$ cat config.mk
export PLATFORM = sky130hd
export DESIGN_NAME = wb_tag_fill
export DESIGN_NICKNAME = d
export VERILOG_FILES = /design/src/rtl/wb_tag_fill.sv
export SDC_FILE = /design/constraint.sdc
export NUM_CORES = 1
export LEC_CHECK = 0
export BUFFER_PORTS_ARGS = -buffer_cell sky130_fd_sc_hd__buf_2
export CAP_MARGIN = 10
export CORE_ASPECT_RATIO = 0.6
export CORE_MARGIN = 2
export CORE_UTILIZATION = 50
export DETAILED_ROUTE_END_ITERATION = 10
export PLACE_DENSITY_LB_ADDON = 0.12
export SLEW_MARGIN = 20
export SYNTH_ARGS = -nofsm -noshare
export SYNTH_HDL_FRONTEND = slang
export SYNTH_SLANG_ARGS = --single-unit
$ cat constraint.sdc
create_clock -name wb_clk_i -period 2.9 [get_ports wb_clk_i]
set_clock_uncertainty 0.15 [all_clocks]
set_input_delay 0.58 -clock wb_clk_i [delete_from_list [all_inputs] [get_ports wb_clk_i]]
set_output_delay 0.58 -clock wb_clk_i [all_outputs]
set_load 0.01 [all_outputs]
$ cat src/rtl/wb_tag_fill.sv
// Wishbone master that writes one tag per granule over a contiguous region,
// with optional read-back verification, abort handling and request timeout.
module wb_tag_fill #(
    parameter int WB_DATA_WIDTH      = 32,
    parameter int WB_ADDR_WIDTH      = 32,
    parameter int GRANULE_SIZE_BYTES = 16,
    parameter int GRANULE_TAG_WIDTH  = 4,
    parameter int COUNT_WIDTH        = 16,
    parameter int TIMEOUT_CYCLES     = 15
) (
    input  logic                         wb_clk_i,
    input  logic                         wb_rst_n_i,
    input  logic                         start_i,
    input  logic                         abort_i,
    input  logic [WB_ADDR_WIDTH-1:0]     base_addr_i,
    input  logic [COUNT_WIDTH-1:0]       count_i,
    input  logic [GRANULE_TAG_WIDTH-1:0] tag_i,
    input  logic                         verify_i,
    output logic                         busy_o,
    output logic                         done_o,
    output logic [1:0]                   status_o,
    output logic [WB_ADDR_WIDTH-1:0]     err_addr_o,
    output logic [COUNT_WIDTH-1:0]       granules_done_o,
    output logic [WB_ADDR_WIDTH-1:0]     wb_addr_o,
    output logic [WB_DATA_WIDTH-1:0]     wb_data_o,
    output logic [WB_DATA_WIDTH/8-1:0]   wb_sel_o,
    output logic                         wb_we_o,
    output logic                         wb_cyc_o,
    output logic                         wb_stb_o,
    input  logic                         wb_ack_i,
    input  logic [WB_DATA_WIDTH-1:0]     wb_data_i
);

    localparam int SEL_W = WB_DATA_WIDTH / 8;
    localparam int TMO_W = $clog2(TIMEOUT_CYCLES + 1);
    localparam logic [SEL_W-1:0]         SEL_TAG   = SEL_W'(4'b0101);
    localparam logic [WB_ADDR_WIDTH-1:0] GRAN_MASK = WB_ADDR_WIDTH'(GRANULE_SIZE_BYTES - 1);
    localparam logic [WB_ADDR_WIDTH-1:0] GRAN_STEP = WB_ADDR_WIDTH'(GRANULE_SIZE_BYTES);
    localparam logic [TMO_W-1:0]         TMO_LAST  = TMO_W'(TIMEOUT_CYCLES - 1);
    localparam logic [TMO_W-1:0]         TMO_ONE   = TMO_W'(1);
    localparam logic [COUNT_WIDTH-1:0]   CNT_ONE   = COUNT_WIDTH'(1);

    localparam logic [1:0] ST_OK       = 2'b00;
    localparam logic [1:0] ST_MISMATCH = 2'b01;
    localparam logic [1:0] ST_TIMEOUT  = 2'b10;
    localparam logic [1:0] ST_ABORT    = 2'b11;

    typedef enum logic [2:0] {IDLE, WREQ, RREQ, GAP, DONE} state_t;

    state_t                       state_q, state_d;
    logic [WB_ADDR_WIDTH-1:0]     cur_q, cur_d;
    logic [COUNT_WIDTH-1:0]       rem_q, rem_d;
    logic [COUNT_WIDTH-1:0]       gdone_q, gdone_d;
    logic [GRANULE_TAG_WIDTH-1:0] tag_q, tag_d;
    logic                         vfy_q, vfy_d;
    logic                         rdp_q, rdp_d;
    logic                         abort_q, abort_d;
    logic                         err_q, err_d;
    logic [1:0]                   status_q, status_d;
    logic [WB_ADDR_WIDTH-1:0]     erra_q, erra_d;
    logic [TMO_W-1:0]             tmo_q, tmo_d;

    logic                         busy_q, busy_d;
    logic                         done_q, done_d;
    logic [WB_ADDR_WIDTH-1:0]     addr_q, addr_d;
    logic [WB_DATA_WIDTH-1:0]     data_q, data_d;
    logic [SEL_W-1:0]             sel_q, sel_d;
    logic                         we_q, we_d;
    logic                         cyc_q, cyc_d;
    logic                         req_d;

    // Only the tag field of the read data is meaningful.
    logic unused_rdata;
    assign unused_rdata = ^wb_data_i[WB_DATA_WIDTH-1:GRANULE_TAG_WIDTH];

    always_comb begin
        state_d  = state_q;
        cur_d    = cur_q;
        rem_d    = rem_q;
        gdone_d  = gdone_q;
        tag_d    = tag_q;
        vfy_d    = vfy_q;
        rdp_d    = rdp_q;
        abort_d  = abort_q;
        err_d    = err_q;
        status_d = status_q;
        erra_d   = erra_q;
        tmo_d    = '0;

        if (state_q == WREQ || state_q == RREQ || state_q == GAP) begin
            abort_d = abort_q | abort_i;
        end

        case (state_q)
            IDLE: begin
                abort_d = 1'b0;
                if (start_i) begin
                    status_d = ST_OK;
                    gdone_d  = '0;
                    erra_d   = '0;
                    err_d    = 1'b0;
                    rdp_d    = 1'b0;
                    if (count_i != '0) begin
                        cur_d   = base_addr_i & ~GRAN_MASK;
                        rem_d   = count_i;
                        tag_d   = tag_i;
                        vfy_d   = verify_i;
                        state_d = WREQ;
                    end else begin
                        state_d = DONE;
                    end
                end
            end
            WREQ: begin
                if (wb_ack_i) begin
                    if (vfy_q) begin
                        rdp_d = 1'b1;
                    end else begin
                        gdone_d = gdone_q + CNT_ONE;
                        rem_d   = rem_q - CNT_ONE;
                        cur_d   = cur_q + GRAN_STEP;
                    end
                    state_d = GAP;
                end else if (tmo_q == TMO_LAST) begin
                    status_d = ST_TIMEOUT;
                    erra_d   = cur_q;
                    err_d    = 1'b1;
                    state_d  = DONE;
                end else begin
                    tmo_d = tmo_q + TMO_ONE;
                end
            end
            RREQ: begin
                if (wb_ack_i) begin
                    rdp_d = 1'b0;
                    if (wb_data_i[GRANULE_TAG_WIDTH-1:0] == tag_q) begin
                        gdone_d = gdone_q + CNT_ONE;
                        rem_d   = rem_q - CNT_ONE;
                        cur_d   = cur_q + GRAN_STEP;
                    end else begin
                        status_d = ST_MISMATCH;
                        erra_d   = cur_q;
                        err_d    = 1'b1;
                    end
                    state_d = GAP;
                end else if (tmo_q == TMO_LAST) begin
                    status_d = ST_TIMEOUT;
                    erra_d   = cur_q;
                    err_d    = 1'b1;
                    state_d  = DONE;
                end else begin
                    tmo_d = tmo_q + TMO_ONE;
                end
            end
            GAP: begin
                // An abort wins over a pending read-back of the granule just written.
                if (rdp_q && !abort_q) begin
                    state_d = RREQ;
                end else if (err_q || abort_q || rem_q == '0) begin
                    if (abort_q && !err_q) begin
                        status_d = ST_ABORT;
                    end
                    rdp_d   = 1'b0;
                    state_d = DONE;
                end else begin
                    state_d = WREQ;
                end
            end
            DONE: begin
                state_d = IDLE;
            end
            default: begin
                state_d = IDLE;
            end
        endcase

        // Bus and status outputs are registered from the next state.
        req_d  = (state_d == WREQ) || (state_d == RREQ);
        cyc_d  = req_d;
        we_d   = (state_d == WREQ);
        sel_d  = req_d ? SEL_TAG : '0;
        addr_d = req_d ? cur_d : '0;
        data_d = req_d ? WB_DATA_WIDTH'(tag_d) : '0;
        busy_d = req_d || (state_d == GAP);
        done_d = (state_d == DONE);
    end

    always_ff @(posedge wb_clk_i or negedge wb_rst_n_i) begin
        if (!wb_rst_n_i) begin
            state_q  <= IDLE;
            cur_q    <= '0;
            rem_q    <= '0;
            gdone_q  <= '0;
            tag_q    <= '0;
            vfy_q    <= 1'b0;
            rdp_q    <= 1'b0;
            abort_q  <= 1'b0;
            err_q    <= 1'b0;
            status_q <= '0;
            erra_q   <= '0;
            tmo_q    <= '0;
            busy_q   <= 1'b0;
            done_q   <= 1'b0;
            addr_q   <= '0;
            data_q   <= '0;
            sel_q    <= '0;
            we_q     <= 1'b0;
            cyc_q    <= 1'b0;
        end else begin
            state_q  <= state_d;
            cur_q    <= cur_d;
            rem_q    <= rem_d;
            gdone_q  <= gdone_d;
            tag_q    <= tag_d;
            vfy_q    <= vfy_d;
            rdp_q    <= rdp_d;
            abort_q  <= abort_d;
            err_q    <= err_d;
            status_q <= status_d;
            erra_q   <= erra_d;
            tmo_q    <= tmo_d;
            busy_q   <= busy_d;
            done_q   <= done_d;
            addr_q   <= addr_d;
            data_q   <= data_d;
            sel_q    <= sel_d;
            we_q     <= we_d;
            cyc_q    <= cyc_d;
        end
    end

    assign busy_o          = busy_q;
    assign done_o          = done_q;
    assign status_o        = status_q;
    assign err_addr_o      = erra_q;
    assign granules_done_o = gdone_q;
    assign wb_addr_o       = addr_q;
    assign wb_data_o       = data_q;
    assign wb_sel_o        = sel_q;
    assign wb_we_o         = we_q;
    assign wb_cyc_o        = cyc_q;
    assign wb_stb_o        = cyc_q;

endmodule

# Yosys cells after proc, flatten, opt, wreduce, memory -nomap -nowiden
# Index checks and enable logic that the tools add are counted.
op_classes:
  eq_ne: 21
  addsub: 4
  reduce_logical: 23
  mux: 65
  bitwise_logic: 1
op_table:
  columns: ["operator", "n"]
  rows:
  - ["32-bit two-way mux", 12]
  - ["32-bit case mux with 3 select lines", 2]
  - ["16-bit two-way mux", 11]
  - ["16-bit case mux with 3 select lines", 2]
  - ["32-bit by 5-bit adder with 32-bit output (second input constant)", 1]
  - ["4-bit two-way mux", 7]
  - ["3-bit two-way mux", 7]
  - ["7-bit AND reduction", 3]
  - ["16-bit by 1-bit adder with 16-bit output (second input constant)", 1]
  - ["16-bit zero test", 1]
  - ["2-bit two-way mux", 8]
  - ["2-bit inequality test (second input constant)", 8]
  - ["16-bit nonzero test", 1]
  - ["16-bit by 1-bit subtractor with 16-bit output (second input constant)", 1]
  - ["3-bit by 2-bit == test with 1-bit output (second input constant)", 4]
  - ["1-bit two-way mux", 12]
  - ["3-bit case mux with 3 select lines", 1]
  - ["2-bit case mux with 4 select lines", 1]
  - ["3-bit by 1-bit == test with 1-bit output (second input constant)", 2]
  - ["1-bit logical OR", 6]
  - ["2-bit by 1-bit inequality test with 1-bit output (second input constant)", 3]
  - ["6-bit AND reduction", 1]
  - ["4-bit by 1-bit adder with 4-bit output (second input constant)", 1]
  - ["4-bit == test", 1]
  - ["other kinds (15)", 17]
word_totals:
  ff_bits: 156
  in_bits: 90

# Longest topological paths before layout
# Gate-level depths: netlist of the first run.
logic_depth:
  depth_word: 8
  ltp_mapped: 10

# Least setup slack after synthesis of the first run
# OpenSTA, ideal clock, no wires.
synth_path:
  kind: "register to register"
  start: "register rem_q[0]"
  end: "register addr_q[0], in the netlist wb_addr_o[0]"
  setup_ps: 119
  path_slack_ps: 291
  required_time_ps: 2631
  arrival_time_ps: 2340
  n_path_buf: 1
  stages_incl_launch_ff: 11
  path_cell_list: "dfrtp_1 inv_1 ha_1 or3b_1 nand2b_4 o31ai_4 o221a_2 xor2_4 inv_2 clkbuf_1 and2_1"
synth_via:
  elab_chain_cells: 8
  elab_cells_between_ends: 9
  classes_between: "eq/ne: 2; mux: 4; reduce/logical: 3"
synth_lines:
  columns: ["item", "line", "source"]
  rows:
  - ["start: declaration", "52", "logic [COUNT_WIDTH-1:0] rem_q, rem_d;"]
  - ["start signal: assignment", "212", "rem_q <= rem_d;"]
  - ["16-bit zero test (*)", "159", "end else if (err_q || abort_q || rem_q == '0) begin"]
  - ["1-bit logical OR (*)", "159", null]
  - ["3-bit two-way mux (*)", "159", null]
  - ["3-bit two-way mux (*)", "157", "if (rdp_q && !abort_q) begin"]
  - ["3-bit case mux with 3 select lines (*)", "94", "case (state_q)"]
  - ["3-bit by 1-bit == test with 1-bit output or 3-bit by 2-bit == test with 1-bit output (tied branches)", "178", "req_d = (state_d == WREQ) || (state_d == RREQ);"]
  - ["1-bit logical OR (*)", "178", null]
  - ["32-bit two-way mux (*)", "182", "addr_d = req_d ? cur_d : '0;"]
  - ["net addr_d[0]", "65", "logic [WB_ADDR_WIDTH-1:0] addr_q, addr_d;"]
  - ["end signal: assignment", "224", "addr_q <= addr_d;"]
  - ["end: declaration", "65", null]
# Mark *: on every way through the listed nets, which the timed path passes. The rest lies on a longest branch.
# A chain may end at the register's enable or synchronous reset.

# Worst setup path after layout of the first run
layout_path:
  start: "register rem_q[1]"
  end: "register addr_q[30], in the netlist wb_addr_o[30]"
# The elaborated chain is that of the path after synthesis.

==> results of run 1 <==
## flip-flops by register name, summed over array words and instances, names as in the netlist
signal,count
cur_q,32
err_addr_o,32
wb_addr_o,32
granules_done_o,16
rem_q,16
tag_q,4
tmo_q,4
wb_data_o,4
state_q,3
status_o,2
abort_q,1
busy_o,1
done_o,1
err_q,1
rdp_q,1
vfy_q,1
wb_sel_o,1
wb_we_o,1
## cell usage after synthesis, drive strengths merged (3+ instances only)
master   number
xnor2        10
o31a          3
nor4         13
a32oi         4
a221o         3
a21o          4
nor2         53
xor2          3
or3           3
nor2b         4
nand3        24
ha            5
a22o         31
buf          49
nand2        79
clkbuf       32
and2         38
or3b          3
nor3         18
dfrtp       153
nand4        15
nand2b        8
a41oi         5
o22ai         3
a31oi        11
o31ai        23
a21oi        54
o21ai        38
o311ai       13
and3         13
o211ai        5
inv          18
o2bb2ai       4
and4          5
## critical path, cell delays in order, from the launching register on
cell and delay [ns]:
dfrtp_1 0.39, inv_1 0.08, ha_1 0.20, or3b_1 0.45, nand2b_4 0.21, o31ai_4 0.26, o221a_2 0.29, xor2_4 0.16
inv_2 0.10, buf_12 0.16, and2_1 0.16
## layer usage
layer / share of wire [%] / track usage, % / up-vias
met5: 0.10 / 0 / -
met4: 1.1 / 6.410 / 4
met3: 9.0 / 7.769 / 37
met2: 42 / 37.98 / 307
met1: 48 / 40.93 / 3304
li1: - / - / 3141
## layout make-up
class | instances | area [sq um] | share of cell area, %
diodes | 2 | 5.005 | 0.05340
clock buffers | 17 | 425.4 | 4.539
clock inverters | 15 | 177.7 | 1.896
inverters | 18 | 67.56 | 0.7210
multi-input cells | 558 | 3415 | 36.44
flip-flops and latches | 153 | 3829 | 40.85
well taps | 198 | 247.7 | 2.644
repair buffers | 198 | 1205 | 12.86
## cell families after synthesis
family | after synthesis | synth area share (%)
XOR/XNOR | 13 | 2.125
other | 1 | 0.04900
AO/OA/AOI/OAI | 225 | 20.70
AND/OR/NAND/NOR | 283 | 19.13
multiplexers | 2 | 0.2616
buffers and inverters | 99 | 6.899
flip-flops | 153 | 50.02
adder cells (fa/ha/maj) | 5 | 0.8174
## placed cells by master (no fill, tap or decap), drive strengths merged, types with 15 or more instances in the layout
cell type  count
buf          198
dfrtp        153
nand2         79
a21oi         54
nor2          53
and2          38
o21ai         38
a22o          31
conb          30
inv           29
nand3         24
o31ai         23
nor3          18
clkbuf        17
nand4         15
## metrics by stage
stage                     worst slack [ns]  cell area (sq um)  hold slack (ns)  std cells  util (%)
after floorplan                     0.2912               7762           0.1344        810         -
after global placement             0.08805               8763           0.3159       1125     59.54
after detailed placement            0.1116               8763           0.3205       1125     59.54
after CTS                           0.1682               9366          0.02106       1157     63.63
after global routing               0.02798               9366          0.03830       1157     63.63
final                               0.1562               9371        -0.003600       1159     63.67
## worst paths after layout
check                           start              to  cells past startpoint
setup / recovery             rem_q[1]   wb_addr_o[30]                     10
hold / removal             wb_rst_n_i  err_addr_o[11]                      1
setup reg to reg             rem_q[1]   wb_addr_o[30]                     10
hold reg to reg              tmo_q[0]        tmo_q[0]                      1
max in group asynchronous  wb_rst_n_i  err_addr_o[24]                      2
min in group wb_clk_i        verify_i           vfy_q                      3
## power groups by stage
stage | Sequential, mW | Combinational, mW | Clock [mW]
2_1_floorplan | 3.53 | 3.63 | 0
3_3_place_gp | 3.58 | 5.53 | 0
3_5_place_dp | 3.62 | 5.70 | 0
4_1_cts | 3.59 | 5.73 | 2.33
5_1_grt | 3.71 | 6.34 | 2.43
6_report | 3.62 | 5.77 | 2.29
==> metrics.md, run 1 <==
| Metric | Value |
|---|---|
| Status | complete, but fails checks |
| Failing checks | hold timing |
| CTS clk-pin slew, worst paths | 0.07 ns |
| Maximum VDD drop | 0.6626 mV |
| Yosys Warn Count | 0 |
| Slew Viols, Final | 0 |
| Yosys top cell area share | 50.02% |
| Normalized max-slew margin | 56.07% |
| Hold Crit Class | primary input to async pin |
| Cell count after synthesis | 781 |
| Total Neg Setup Slack | 0 ns |
| Worst Setup Start Kind | register |
| Hold violation count in the final report | 8 |
| WS Path Type | register to register |
| Post-synth EDFFs | 0 |
| Vias in the first global route | 6471 |
| Worst setup EP type | register |
| Starting density of the core | 52.00% |
| Overflow after GRT | 0 |
| Initial antenna violation count | 3 |
| Hold slack final | -0.003600 ns |
| F_max | 0.3645 GHz |
| Final wirelength | 21.35 mm |
| Largest net degree at the start of global routing | 66 |
| Finish-stage setup viols | 0 |
| R2r setup slk | 0.16 ns |
| Hold_buf cts | 0 |
| Sequential area share after synthesis | 50.02% |
| P&R area growth vs syn | 22.45% |
| Drt wl/cell | 18.42 um |
| Synth top area cells | dfrtp_1 50%, nand2_1 3.9%, a22o_1 3.5% |
| Int Pwr | 6.522 mW |
| Port Buf Inserts | 150 |
| Global-route wire length before repair | 34.11 mm |
| DR DRC count | 0 |
| Comb power frac | 49.4% |
| Slew @ Worst Pin | 0.6529 ns |
| FILL cells | 1231 |
| Post-CTS Setup Bufs | 0 |
| Final #Nets | 1041 |
| Post-DP HPWL | 15.45 mm |
| CTS Buf Count | 17 |
| Power share of the clock group | 19.6% |
| Final ANT Viol Nets | 0 |
| Die Ht | 99.84 um |
| Vias per cell | 5.861 |
| Req. time, crit path | 3.05 ns |
| # clock sinks | 153 |
| Max Cap Violations | 0 |
| Routability cong. | 0.9370 |
| CP max FO | 22 |
| Minimum clock period | 2.744 ns |
| H-tree depth | 4 |
| Overall power | 11.67 mW |
| Via count | 6793 |
| Synth cell types | 70 |
| Switch share | 44.14% |
| Total track usage | 26.92% |
| Clock root cell | clkbuf_16 |
| # IOs | 213 |
| CORE AREA | 0.01472 sq mm |
| P_leak | 4.530 nW |
| RSZ-0062 raised after global routing | false |
| Arrival time at the worst endpoint | 2.90 ns |
| Cell taking the most area after synthesis | dfrtp_1 |
| CTS tree | done |
| Yosys reg bits | 153 |
| Clock Latency Late Sink | 0.43 ns |
| CTS resizes | 0 |
| Die X | 163.7 um |
| Drt first-iter violations | 522 |
| Pwr Density | 1246 mW/mm^2 |
| Post-synthesis average cell area | 9.800 sq um |
| Clock tree buffer depth | 2 |
| Post-synth top flop | dfrtp_1 |
| FP Rows | 34 |
| DR pass1 iterations | 5 |
| Layout cells sized above 1 | 26.17% |
| Seq pwr share | 31.0% |
| Mapped Area | 0.007654 sq mm |
| Die area | 0.01635 sq mm |
| Tcrit/Tclk final | 94.62% |
| Async SR Flop Fraction | 100.0% |
| NetSw | 5.153 mW |
Power figures use the tool's default switching activity.
==> inputs of run 2 (changes only) <==
--- a/config.mk
+++ b/config.mk
@@ -5,6 +5,7 @@
 export SDC_FILE = /design/constraint.sdc
 export NUM_CORES = 1
 export LEC_CHECK = 0
+export ABC_AREA = 1
 export BUFFER_PORTS_ARGS = -buffer_cell sky130_fd_sc_hd__buf_2
 export CAP_MARGIN = 10
 export CORE_ASPECT_RATIO = 0.6
==> run 2 against run 1 <==
Effect of this change: the run now ends clean; hold slack improved by 0.23 ns; non-clock buffer count decreased by 25; power decreased by 6.8%; die area increased by 7.3%; sequential cell count unchanged; sequential power decreased by 6.6%; cell area increased by 3.9%; worst setup slack improved by 0.099 ns; register-to-register slack improved by 0.099 ns; routed wire length increased by 7.6%; first-iteration DRC count increased by 27%.
==> metrics.md, run 2 <==
| Metric | Value |
|---|---|
| Final #Nets | 1304 |
| Hold violation count in the final report | 0 |
| Slew Viols, Final | 0 |
| # clock sinks | 153 |
| Most frequent cell after synthesis | nand2_1 |
| Sequential area share after synthesis | 46.50% |
| Total Neg Setup Slack | 0 ns |
| Overflow after GRT | 0 |
| Total track usage | 27.28% |
| Worst setup EP type | register |
| Hold slack final | 0.2300 ns |
| Port Buf Inserts | 150 |
| Slew @ Worst Pin | 0.6218 ns |
| Final ANT Viol Nets | 0 |
| Most common cell after layout, fill and taps aside | nand2_1 |
| Max Cap Violations | 0 |
| Minimum clock period | 2.644 ns |
| WS Path Type | register to register |
| H-tree depth | 4 |
| Via count | 7423 |
| P_leak | 5.248 nW |
| Normalized max-slew margin | 58.23% |
| DR DRC count | 0 |
| Yosys reg bits | 153 |
| Finish-stage setup viols | 0 |
| Starting density of the core | 50.91% |
| Synth cell types | 49 |
| Arrival time at the worst endpoint | 2.85 ns |
| Synth top cells by count | 280 x nand2_1, 153 x dfrtp_1, 130 x inv_1 |
| Routability cong. | 0.9324 |
| Drt wl/cell | 16.04 um |
| Pwr Density | 1118 mW/mm^2 |
| Most frequent cells in the layout | 280 x nand2_1, 153 x dfrtp_1, 149 x buf_2 |
| CTS clk-pin slew, worst paths | 0.07 ns |
| Status | complete, no violations |
| Vias in the first global route | 6803 |
| FP Rows | 36 |
| Post-synth top flop | dfrtp_1 |
| Hold Crit Class | primary input to register |
| Post-synth EDFFs | 0 |
| Util after Layout | 60.24% |
| Die area | 0.01754 sq mm |
| Vias per cell | 5.180 |
| Worst Setup Start Kind | register |
| Cell count after synthesis | 1050 |
| Die X | 169.7 um |
| Post-DP HPWL | 16.91 mm |
| Yosys Warn Count | 0 |
| # IOs | 213 |
| F_max | 0.3782 GHz |
| RSZ-0062 raised after global routing | false |
| Largest net degree at the start of global routing | 57 |
| DR pass1 iterations | 5 |
| Global-route wire length before repair | 36.51 mm |
| Clock root cell | clkbuf_16 |
| Final wirelength | 22.98 mm |
| Clock tree buffer depth | 2 |
| Post-synthesis average cell area | 7.841 sq um |
| P&R area growth vs syn | 18.31% |
| Mapped Area | 0.008233 sq mm |
| Layout cells sized above 1 | 22.18% |
| CTS Buf Count | 17 |
| Maximum VDD drop | 0.6119 mV |
| Synth top area cells | dfrtp_1 47%, nand2_1 13%, inv_1 5.9% |
| Drt first-iter violations | 662 |
| CTS tree | done |
| Yosys top cell area share | 46.50% |
| Initial antenna violation count | 2 |
| CP max FO | 6 |
| Tcrit/Tclk final | 91.19% |
| Die Ht | 103.4 um |
| CTS resizes | 0 |
| Clock Latency Late Sink | 0.43 ns |
| Req. time, crit path | 3.10 ns |
| CORE AREA | 0.01617 sq mm |
| Cell taking the most area after synthesis | dfrtp_1 |
| Async SR Flop Fraction | 100.0% |
[run 2: worst max-delay path: stages (launching register included)]
cell     delay (ns)
dfrtp_1        0.56
ha_1           0.28
nand2_1        0.13
nor2_2         0.29
nand4_1        0.14
nor2_1         0.36
nand3_1        0.23
nor2_1         0.18
nor2_1         0.09
a21oi_2        0.16
[run 2: path summary, 6_finish.rpt]
kind	end	slack (ns)	cells after the start	startpoint
max in group asynchronous	cur_q[19]	1.40	3	wb_rst_n_i
worst min register to register	err_addr_o[2]	0.31	2	err_addr_o[2]
worst max-delay path	wb_addr_o[30]	0.26	9	cur_q[5]
worst max register to register	wb_addr_o[30]	0.26	9	cur_q[5]
min in group asynchronous	rem_q[5]	0.51	2	wb_rst_n_i
worst min-delay path	vfy_q	0.23	3	verify_i
[run 2: what timing repair did]
action	in CTS	in global routing
setup buffers	0	0
endpoints found under the hold margin	49	0
hold buffers	1	0
[run 2: metrics by stage]
stage	instance area (sq um)	instances	setup WS, ns	power [mW]
final	9741	1433	0.2556	10.89
after global routing	9736	1431	0.1024	11.72
after CTS	9736	1431	0.3219	10.87
after floorplan	8342	1079	1.019	7.050
after global placement	9126	1398	0.3187	8.492
after detailed placement	9126	1398	0.2941	8.565
[run 2: cell families (layout without fill, tap and decap cells)]
group | Yosys count | after routing | share of synthesized area, %
other cells | 1 | 32 | 0.04555
flops | 153 | 153 | 46.50
fa+ha+maj | 5 | 5 | 0.7599
simple gates | 506 | 506 | 26.64
buf+inv | 202 | 345 | 12.02
compound gates | 170 | 170 | 12.64
xor+xnor | 13 | 13 | 1.383
[run 2: routing by layer]
metal  vias up  global-route usage (%)  share of wire [%]
li1       3626                       -                  -
met1      3464                   43.59                 51
met2       319                   36.14                 37
met3        14                   7.610                 11
met4         0                   5.654               0.80
met5         -                       0                  0
[run 2: area by class of cell]
type / instances / area (sq um)
antenna: 2 / 5.005
clock buffer: 18 / 439.2
clock inverter: 14 / 160.2
fill: 1493 / 6430
inverter: 140 / 528.0
multi-input combinational: 724 / 3523
sequential: 153 / 3829
tap: 209 / 261.5
timing repair buffer: 173 / 994.7
[run 2: report_power, final]
| part | switching, mW | internal (mW) |
|---|---|---|
| combinational | 3.54 | 1.71 |
| clock | 0.950 | 1.31 |
| sequential | 0.564 | 2.81 |
